--- src/rtl/prog_loader.sv ---
// Boot/program loader: parses a {header, base, data...} word stream and writes
// the images through the cpu's external IMEM/DMEM ports, then enables the cpu.
module prog_loader #(
    parameter int IMEM_DEPTH = 512,
    parameter int DMEM_DEPTH = 1024
) (
    input  logic        clk,
    input  logic        arst_n,
    input  logic        s_valid,
    output logic        s_ready,
    input  logic [31:0] s_data,
    input  logic        halt,
    output logic [31:0] imem_addr,
    output logic        imem_wen,
    output logic [31:0] imem_wdata,
    output logic [31:0] dmem_addr,
    output logic        dmem_wen,
    output logic [31:0] dmem_wdata,
    output logic        cpu_enable,
    output logic        busy,
    output logic        error,
    output logic [15:0] words_loaded
);

    typedef enum logic [2:0] {S_HDR, S_ADDR, S_DATA, S_RUN, S_ERR} state_e;

    localparam logic [32:0] IMEM_WORDS = 33'(IMEM_DEPTH);
    localparam logic [32:0] DMEM_WORDS = 33'(DMEM_DEPTH);

    state_e      state_q, state_d;
    logic        last_q, last_d;
    logic        target_q, target_d;
    logic [15:0] remaining_q, remaining_d;
    logic [31:0] next_addr_q, next_addr_d;
    logic [31:0] imem_addr_q, imem_addr_d, imem_wdata_q, imem_wdata_d;
    logic [31:0] dmem_addr_q, dmem_addr_d, dmem_wdata_q, dmem_wdata_d;
    logic        imem_wen_q, imem_wen_d, dmem_wen_q, dmem_wen_d;
    logic        cpu_enable_q, cpu_enable_d;
    logic [15:0] words_q, words_d;

    logic        xfer;
    logic [32:0] end_word;
    logic [32:0] target_words;

    assign s_ready      = (state_q == S_HDR) || (state_q == S_ADDR) || (state_q == S_DATA);
    assign xfer         = s_valid && s_ready;
    assign end_word     = {3'b000, s_data[31:2]} + {17'd0, remaining_q};
    assign target_words = target_q ? DMEM_WORDS : IMEM_WORDS;

    always_comb begin
        // NOTE: every variable gets its hold/idle value first so no path infers a latch.
        state_d      = state_q;
        last_d       = last_q;
        target_d     = target_q;
        remaining_d  = remaining_q;
        next_addr_d  = next_addr_q;
        imem_addr_d  = imem_addr_q;
        imem_wdata_d = imem_wdata_q;
        dmem_addr_d  = dmem_addr_q;
        dmem_wdata_d = dmem_wdata_q;
        imem_wen_d   = 1'b0;
        dmem_wen_d   = 1'b0;
        words_d      = words_q;
        cpu_enable_d = (state_q == S_RUN) && !halt;

        unique case (state_q)
            S_HDR: if (xfer) begin
                last_d      = s_data[31];
                target_d    = s_data[30];
                remaining_d = s_data[15:0];
                state_d     = (s_data[29:16] != 14'd0) ? S_ERR : S_ADDR;
            end
            S_ADDR: if (xfer) begin
                next_addr_d = s_data;
                if (s_data[1:0] != 2'b00 || end_word > target_words) state_d = S_ERR;
                else if (remaining_q == 16'd0) state_d = last_q ? S_RUN : S_HDR;
                else state_d = S_DATA;
            end
            S_DATA: if (xfer) begin
                if (target_q) begin
                    dmem_addr_d  = next_addr_q;
                    dmem_wdata_d = s_data;
                    dmem_wen_d   = 1'b1;
                end else begin
                    imem_addr_d  = next_addr_q;
                    imem_wdata_d = s_data;
                    imem_wen_d   = 1'b1;
                end
                next_addr_d = next_addr_q + 32'd4;
                remaining_d = remaining_q - 16'd1;
                if (words_q != 16'hFFFF) words_d = words_q + 16'd1;
                if (remaining_q == 16'd1) state_d = last_q ? S_RUN : S_HDR;
            end
            S_RUN: if (halt) state_d = S_HDR;
            S_ERR: state_d = S_ERR;
            default: state_d = S_HDR;
        endcase
    end

    // NOTE: sequential state uses non-blocking assignments only, so every register samples pre-edge values.
    always_ff @(posedge clk or negedge arst_n) begin
        if (!arst_n) begin
            state_q      <= S_HDR;
            last_q       <= 1'b0;
            target_q     <= 1'b0;
            remaining_q  <= 16'd0;
            next_addr_q  <= 32'd0;
            imem_addr_q  <= 32'd0;
            imem_wdata_q <= 32'd0;
            dmem_addr_q  <= 32'd0;
            dmem_wdata_q <= 32'd0;
            imem_wen_q   <= 1'b0;
            dmem_wen_q   <= 1'b0;
            cpu_enable_q <= 1'b0;
            words_q      <= 16'd0;
        end else begin
            state_q      <= state_d;
            last_q       <= last_d;
            target_q     <= target_d;
            remaining_q  <= remaining_d;
            next_addr_q  <= next_addr_d;
            imem_addr_q  <= imem_addr_d;
            imem_wdata_q <= imem_wdata_d;
            dmem_addr_q  <= dmem_addr_d;
            dmem_wdata_q <= dmem_wdata_d;
            imem_wen_q   <= imem_wen_d;
            dmem_wen_q   <= dmem_wen_d;
            cpu_enable_q <= cpu_enable_d;
            words_q      <= words_d;
        end
    end

    assign imem_addr    = imem_addr_q;
    assign imem_wen     = imem_wen_q;
    assign imem_wdata   = imem_wdata_q;
    assign dmem_addr    = dmem_addr_q;
    assign dmem_wen     = dmem_wen_q;
    assign dmem_wdata   = dmem_wdata_q;
    assign cpu_enable   = cpu_enable_q;
    assign busy         = (state_q == S_ADDR) || (state_q == S_DATA);
    assign error        = (state_q == S_ERR);
    assign words_loaded = words_q;

endmodule

--- config.mk ---
export PLATFORM = sky130hd
export DESIGN_NAME = prog_loader
export DESIGN_NICKNAME = d
export VERILOG_FILES = /design/src/rtl/prog_loader.sv
export SDC_FILE = /design/constraint.sdc
export NUM_CORES = 1
export LEC_CHECK = 0
export ABC_CLOCK_PERIOD_IN_PS = 8650
export BUFFER_PORTS_ARGS = -buffer_cell sky130_fd_sc_hd__buf_2
export CORE_ASPECT_RATIO = 0.9
export CORE_MARGIN = 1
export CORE_UTILIZATION = 45
export CTS_BUF_LIST = sky130_fd_sc_hd__clkbuf_4 sky130_fd_sc_hd__clkbuf_8
export DETAILED_ROUTE_END_ITERATION = 8
export PLACE_DENSITY = 0.68
export RECOVER_POWER = 100
export SYNTH_ARGS = -nofsm -noshare
export SYNTH_HDL_FRONTEND = slang
export SYNTH_SLANG_ARGS = --single-unit
export TNS_END_PERCENT = 5
--- constraint.sdc ---
create_clock -name clk -period 8.65 [get_ports clk]
set_clock_uncertainty 0.2 [all_clocks]
set_input_delay 1.73 -clock clk [delete_from_list [all_inputs] [get_ports clk]]
set_output_delay 1.73 -clock clk [all_outputs]
set_load 0.02 [all_outputs]
Yosys cells after proc, flatten, opt, wreduce, memory -nomap -nowiden
Cells that the tools add are included.
{ "word_totals": {"output_inout_bits": 150, "register_bits": 200, "inputBits": 36, "wordCells": 73} }
{ "op_classes": {"order_cmp": 1, "n_reduce_logical": 20, "eq_ne": 11, "mux": 23, "n_bitwise": 1, "addsub": 4} }
{ "ops": {"columns": ["cell", "count"], "rows": [
  ["32-bit 2-to-1 mux", 2],
  ["32-bit case mux with 2 select lines", 1],
  ["32-bit by 3-bit adder with 32-bit output, second input constant", 1],
  ["16-bit 2-to-1 mux", 2],
  ["16-bit case mux with 2 select lines", 1],
  ["30-bit by 16-bit adder with 31-bit output", 1],
  ["31-bit by 11-bit greater-than comparator with 1-bit output", 1],
  ["3-bit 2-to-1 mux", 7],
  ["16-bit by 1-bit adder with 16-bit output, second input constant", 1],
  ["16-bit by 1-bit == test with 1-bit output, second input constant", 1],
  ["16-bit logical NOT", 1],
  ["16-bit != test, second input constant", 1],
  ["16-bit by 1-bit subtractor with 16-bit output, second input constant", 1],
  ["3-bit case mux with 5 select lines", 1],
  ["3-bit AND reduction", 5],
  ["14-bit nonzero test", 1],
  ["11-bit 2-to-1 mux", 1],
  ["2-bit != test, second input constant", 4],
  ["3-bit by 2-bit == test with 1-bit output, second input constant", 2],
  ["1-bit 2-to-1 mux", 6],
  ["2-bit nonzero test", 3],
  ["5-bit AND reduction", 1],
  ["1-bit logical OR", 4],
  ["2-bit 2-to-1 mux", 2],
  ["other kinds (8)", 9]
]} }

Logic depth before layout (Yosys ltp)
{ "logic_depth": {"word_depth": 6, "ltp_mapped": 18, "depth_no_buf": 18} }

Worst setup path after synthesis
No wires, ideal clock.
{ "synth_path": {"kind": "input to register", "from": "in s_data[2]", "to": "reg state_q[0]", "n_path_buf": 0, "required_ns": 8.386, "arrival_time_ns": 5.170, "path_slack_ns": 3.216, "setup_ns": 0.064, "stages": 18, "cell_sequence": "ha_1 -> fa_1 -> a21o_1 -> a221oi_4 -> o21ai_0 -> nand2_1 -> and3_1 -> nor2_1 -> ha_1 -> nor4bb_1 -> o2111ai_1 -> a211oi_1 -> nand3_1 -> nor4b_1 -> o2111a_1 -> nand4_2 -> nor4_1 -> or3_1"} }
{ "synth_via": {"elab_chain_len": 6} }
{ "synth_rtl": {"columns": ["element", "line", "rtl"], "rows": [
  ["start: declaration", "11", "input logic [31:0] s_data,"],
  ["30-bit by 16-bit adder with 31-bit output", "47", "assign end_word = {3'b000, s_data[31:2]} + {17'd0, remaining_q};"],
  ["31-bit by 11-bit greater-than comparator with 1-bit output", "75", "if (s_data[1:0] != 2'b00 || end_word > target_words) state_d = S_ERR;"],
  ["1-bit logical OR", "75", null],
  ["3-bit 2-to-1 mux", "75", null],
  ["3-bit 2-to-1 mux", "73", "S_ADDR: if (xfer) begin"],
  ["3-bit case mux with 5 select lines", "66", "unique case (state_q)"],
  ["end signal: assignment", "117", "state_q <= state_d;"],
  ["end: declaration", "30", "state_e state_q, state_d;"]
]} }
Every way passes these cells. The select of a mux whose other input is x is not followed.
A chain may end at the register's enable or synchronous reset.

Worst setup path in the final report
Same ends and word-level chain as after synthesis.

==> results.yml <==
run_status:
  outcome: "finished with violations"
  violations: "max-capacitance violations, max-slew violations"
routing:
  post_drt_wl_per_cell_um: 19.1
  detail_route.vias_per_cell: 5.87
  route.vias.total: 8411
  postRouteAntennaNets: 0
  drt-pass1-iter-count: 6
  drt_iter0_drc: 733
  wirelength_um: 27300
  drc: 0
timing:
  setup_viol: 0
  post-route-period-util: 0.753
  hold_viol_final: 0
  setup_slack_ps: 2130
  final_max_slew_viol_count: 242
  finalSetupTns_ps: 0
  finalCriticalPeriod_ps: 6520
  rsz0062_at_grt: "no"
  max_freq_mhz: 153
  worst_pin_slew_ps: 3020
  slew-limit-headroom: -1.01
synth:
  synth-async-reset-ratio: 1.00
  synth_warnings: 0
  yosysSeqAreaShare: 0.491
  ys_types: 73
  avgSynthCellArea_um2: 10.4
  ys.flop_type: "dfrtp_1"
  syn_inst: 976
  synth-edff-count: 0
  syn-num-nets: 1035
  synth_area_um2: 10200
  synth_seq_cells: 200
floorplan:
  die_area_um2: 23300
  coreArea_um2: 22000
  die_w_um: 161
  initial_core_util: 0.465
  ios: 186
  die_h_um: 145
  num_rows: 51
flow_run:
  drv_cap: 5
layout:
  num-fill-cells: 2109
  final_cell_mix: "dfrtp_1 (200), clkbuf_1 (158), mux2_2 (125)"
  fin_area_um2: 11500
  layout-drive-gt1-share: 0.180
  final_util: 0.525
  syn2layout_area_growth_pct: 12.9
  n_antenna_cell: 0
  final_common_cell: "dfrtp_1"
  nets: 1188
clock_network:
  cts_buffers: 17
  cts_resized: 0
  cts_max_path_buffers: 2
  path_clk_slew_ps: 120
  holdBufCountCts: 0
  cts_sinks: 200
  post_cts_buffers: 0
  cts_tree: "yes"
  htree_num_levels: 4
  clockRootBuffer: "clkbuf_8"
  clkLatencyLatePin_ps: 470
worst_setup_path:
  crit_path_max_fanout: 9
  crit_path_end_kind: "flip-flop"
  reg2regPathDepth: 18
  crit-reg2reg-launch: "remaining_q[0]"
  cp_num_buf_inv: 1
  path_common_cell: "ha_1"
  start_kind: "primary input"
  cp_slowest_cell: "a221oi_1"
  cp_cell_sequence: "clkbuf_1, ha_1, fa_1, a21o_1, a221oi_1, o21ai_0, nand2_1, and3_1, nor2_1, ha_1, nor4bb_1, o2111ai_1, a211oi_1, nand3_1, nor4b_1, o2111a_1, nand4_1, nor4_1, or3_1"
  crit_cells: 19
  critPathMaxStageDelay_ps: 1010
  crit_start: "s_data[2]"
  crit_type: "in2reg"
  arrival_ps: 6730
  cp.required_ps: 8870
  setup.reg_to_reg.worst_slack_ps: 3060
  path_delay_family: "compound AO/OA/AOI/OAI gates"
grt:
  grt_start_max_net_pins: 102
  grt_pass1_vias: 7838
  antenna_found_initial: 1
  grt_remaining_overflow: 0
  grt_pass1_wl_um: 43600
  track_usage: 0.239
power:
  p_comb_frac: 0.270
  p_sw_frac: 0.356
  switching_power_mw: 0.845
  p_seq_frac: 0.464
  p_int_mw: 1.53
  ir_drop_v: 0.0000995
  powerDensity_nw_per_um2: 206
  clkPwrFrac: 0.267
  cellLeakagePower_nw: 5.29
placed_design:
  routabilityCongestion: 0.864
  dp_slack_ps: 2460
  dp_hpwl_um: 18900
  port_buffers: 185
  dpl-instance-area_um2: 11300
hold_path:
  hp-class: "reg2reg"
  hp-start: "dmem_addr[21]"
  hold_depth: 2
[area by class of cell]
cell class	instances	area (um2)	area share
clock buffers	19	262	0.0227
clock inverters	13	160	0.0139
inverters	21	78.8	0.00685
multi-input cells	697	4870	0.423
flip-flops and latches	200	5000	0.435
well taps	291	364	0.0316
repair buffers	192	777	0.0675
[cell families after synthesis]
logic type,synth area share
AOI/OAI and AO/OA,0.153
muxes,0.139
xor gates and xnor gates,0.0206
and+or+nand+nor,0.138
adders and majority gates,0.0290
DFF,0.491
buffers and inverters,0.0299
[path summary, 6_finish.rpt]
kind | to
worst min-delay path | dmem_addr[21]
worst max-delay path | state_q[0]
min in group asynchronous | imem_wen
max in group asynchronous | dmem_addr[5]
worst max register to register | state_q[0]
worst min register to register | dmem_addr[21]
[power by group through the flow]
stage | Clock [mW] | Sequential (mW) | Combinational, mW
3_3_place_gp | 0 | 1.12 | 0.641
6_report | 0.633 | 1.10 | 0.640
2_1_floorplan | 0 | 1.08 | 0.479
3_5_place_dp | 0 | 1.12 | 0.641
4_1_cts | 0.654 | 1.10 | 0.647
5_1_grt | 0.683 | 1.11 | 0.722
[flip-flops by register name, summed over array words and instances (netlist names)]
name / cells
dmem_addr: 32
dmem_wdata: 32
imem_addr: 32
imem_wdata: 32
next_addr_q: 32
remaining_q: 16
words_loaded: 16
state_q: 3
cpu_enable: 1
dmem_wen: 1
imem_wen: 1
last_q: 1
target_q: 1
[synth_stat cells (3+ instances only)]
cell type,count,area share
dfrtp_1,200,0.49
mux2_2,125,0.14
nand2_1,82,0.030
a21oi_1,70,0.034
nor2_1,63,0.023
o21ai_0,61,0.030
clkbuf_1,49,0.018
nor3_1,24,0.012
nand3_1,23,0.011
nand4_1,23,0.014
ha_1,22,0.027
inv_1,21,0.0077
xnor2_1,15,0.013
a31oi_1,12,0.0074
and3_1,11,0.0067
o22ai_1,11,0.0067
a21o_1,9,0.0066
xor2_1,9,0.0077
a22o_1,8,0.0069
o31ai_1,8,0.0059
a211oi_1,7,0.0052
buf_2,7,0.0034
nand2b_1,7,0.0043
nor4_1,7,0.0043
o21ai_1,7,0.0034
a22oi_1,6,0.0044
nor2b_1,6,0.0037
and2_1,5,0.0031
and4_1,5,0.0043
nor3b_1,5,0.0037
a31o_2,4,0.0034
o32ai_1,4,0.0034
or2_2,4,0.0025
or3_1,4,0.0025
a21boi_0,3,0.0022
o221ai_1,3,0.0026
o22a_1,3,0.0026
[metal layers]
metal	track usage	routed length [um]	vias up
met5	0	16	-
met4	0.0581	341	2
met1	0.341	12800	4161
li1	-	-	3883
met2	0.369	12300	331
met3	0.0516	1880	34
[per-stage QoR]
step | total power [mW] | hold slack (ps) | std cells
global route | 2.52 | 323 | 1433
CTS | 2.40 | 288 | 1433
global placement | 1.76 | 258 | 1401
detailed placement | 1.76 | 265 | 1401
finish | 2.37 | 291 | 1433
floorplan | 1.56 | 262 | 976
[worst min-delay path, cell delays in order, from the launching register on]
cell and delay [ps]:
dfrtp_1 350, nand2_1 50, o21ai_0 60
Power figures use the tool's default switching activity.
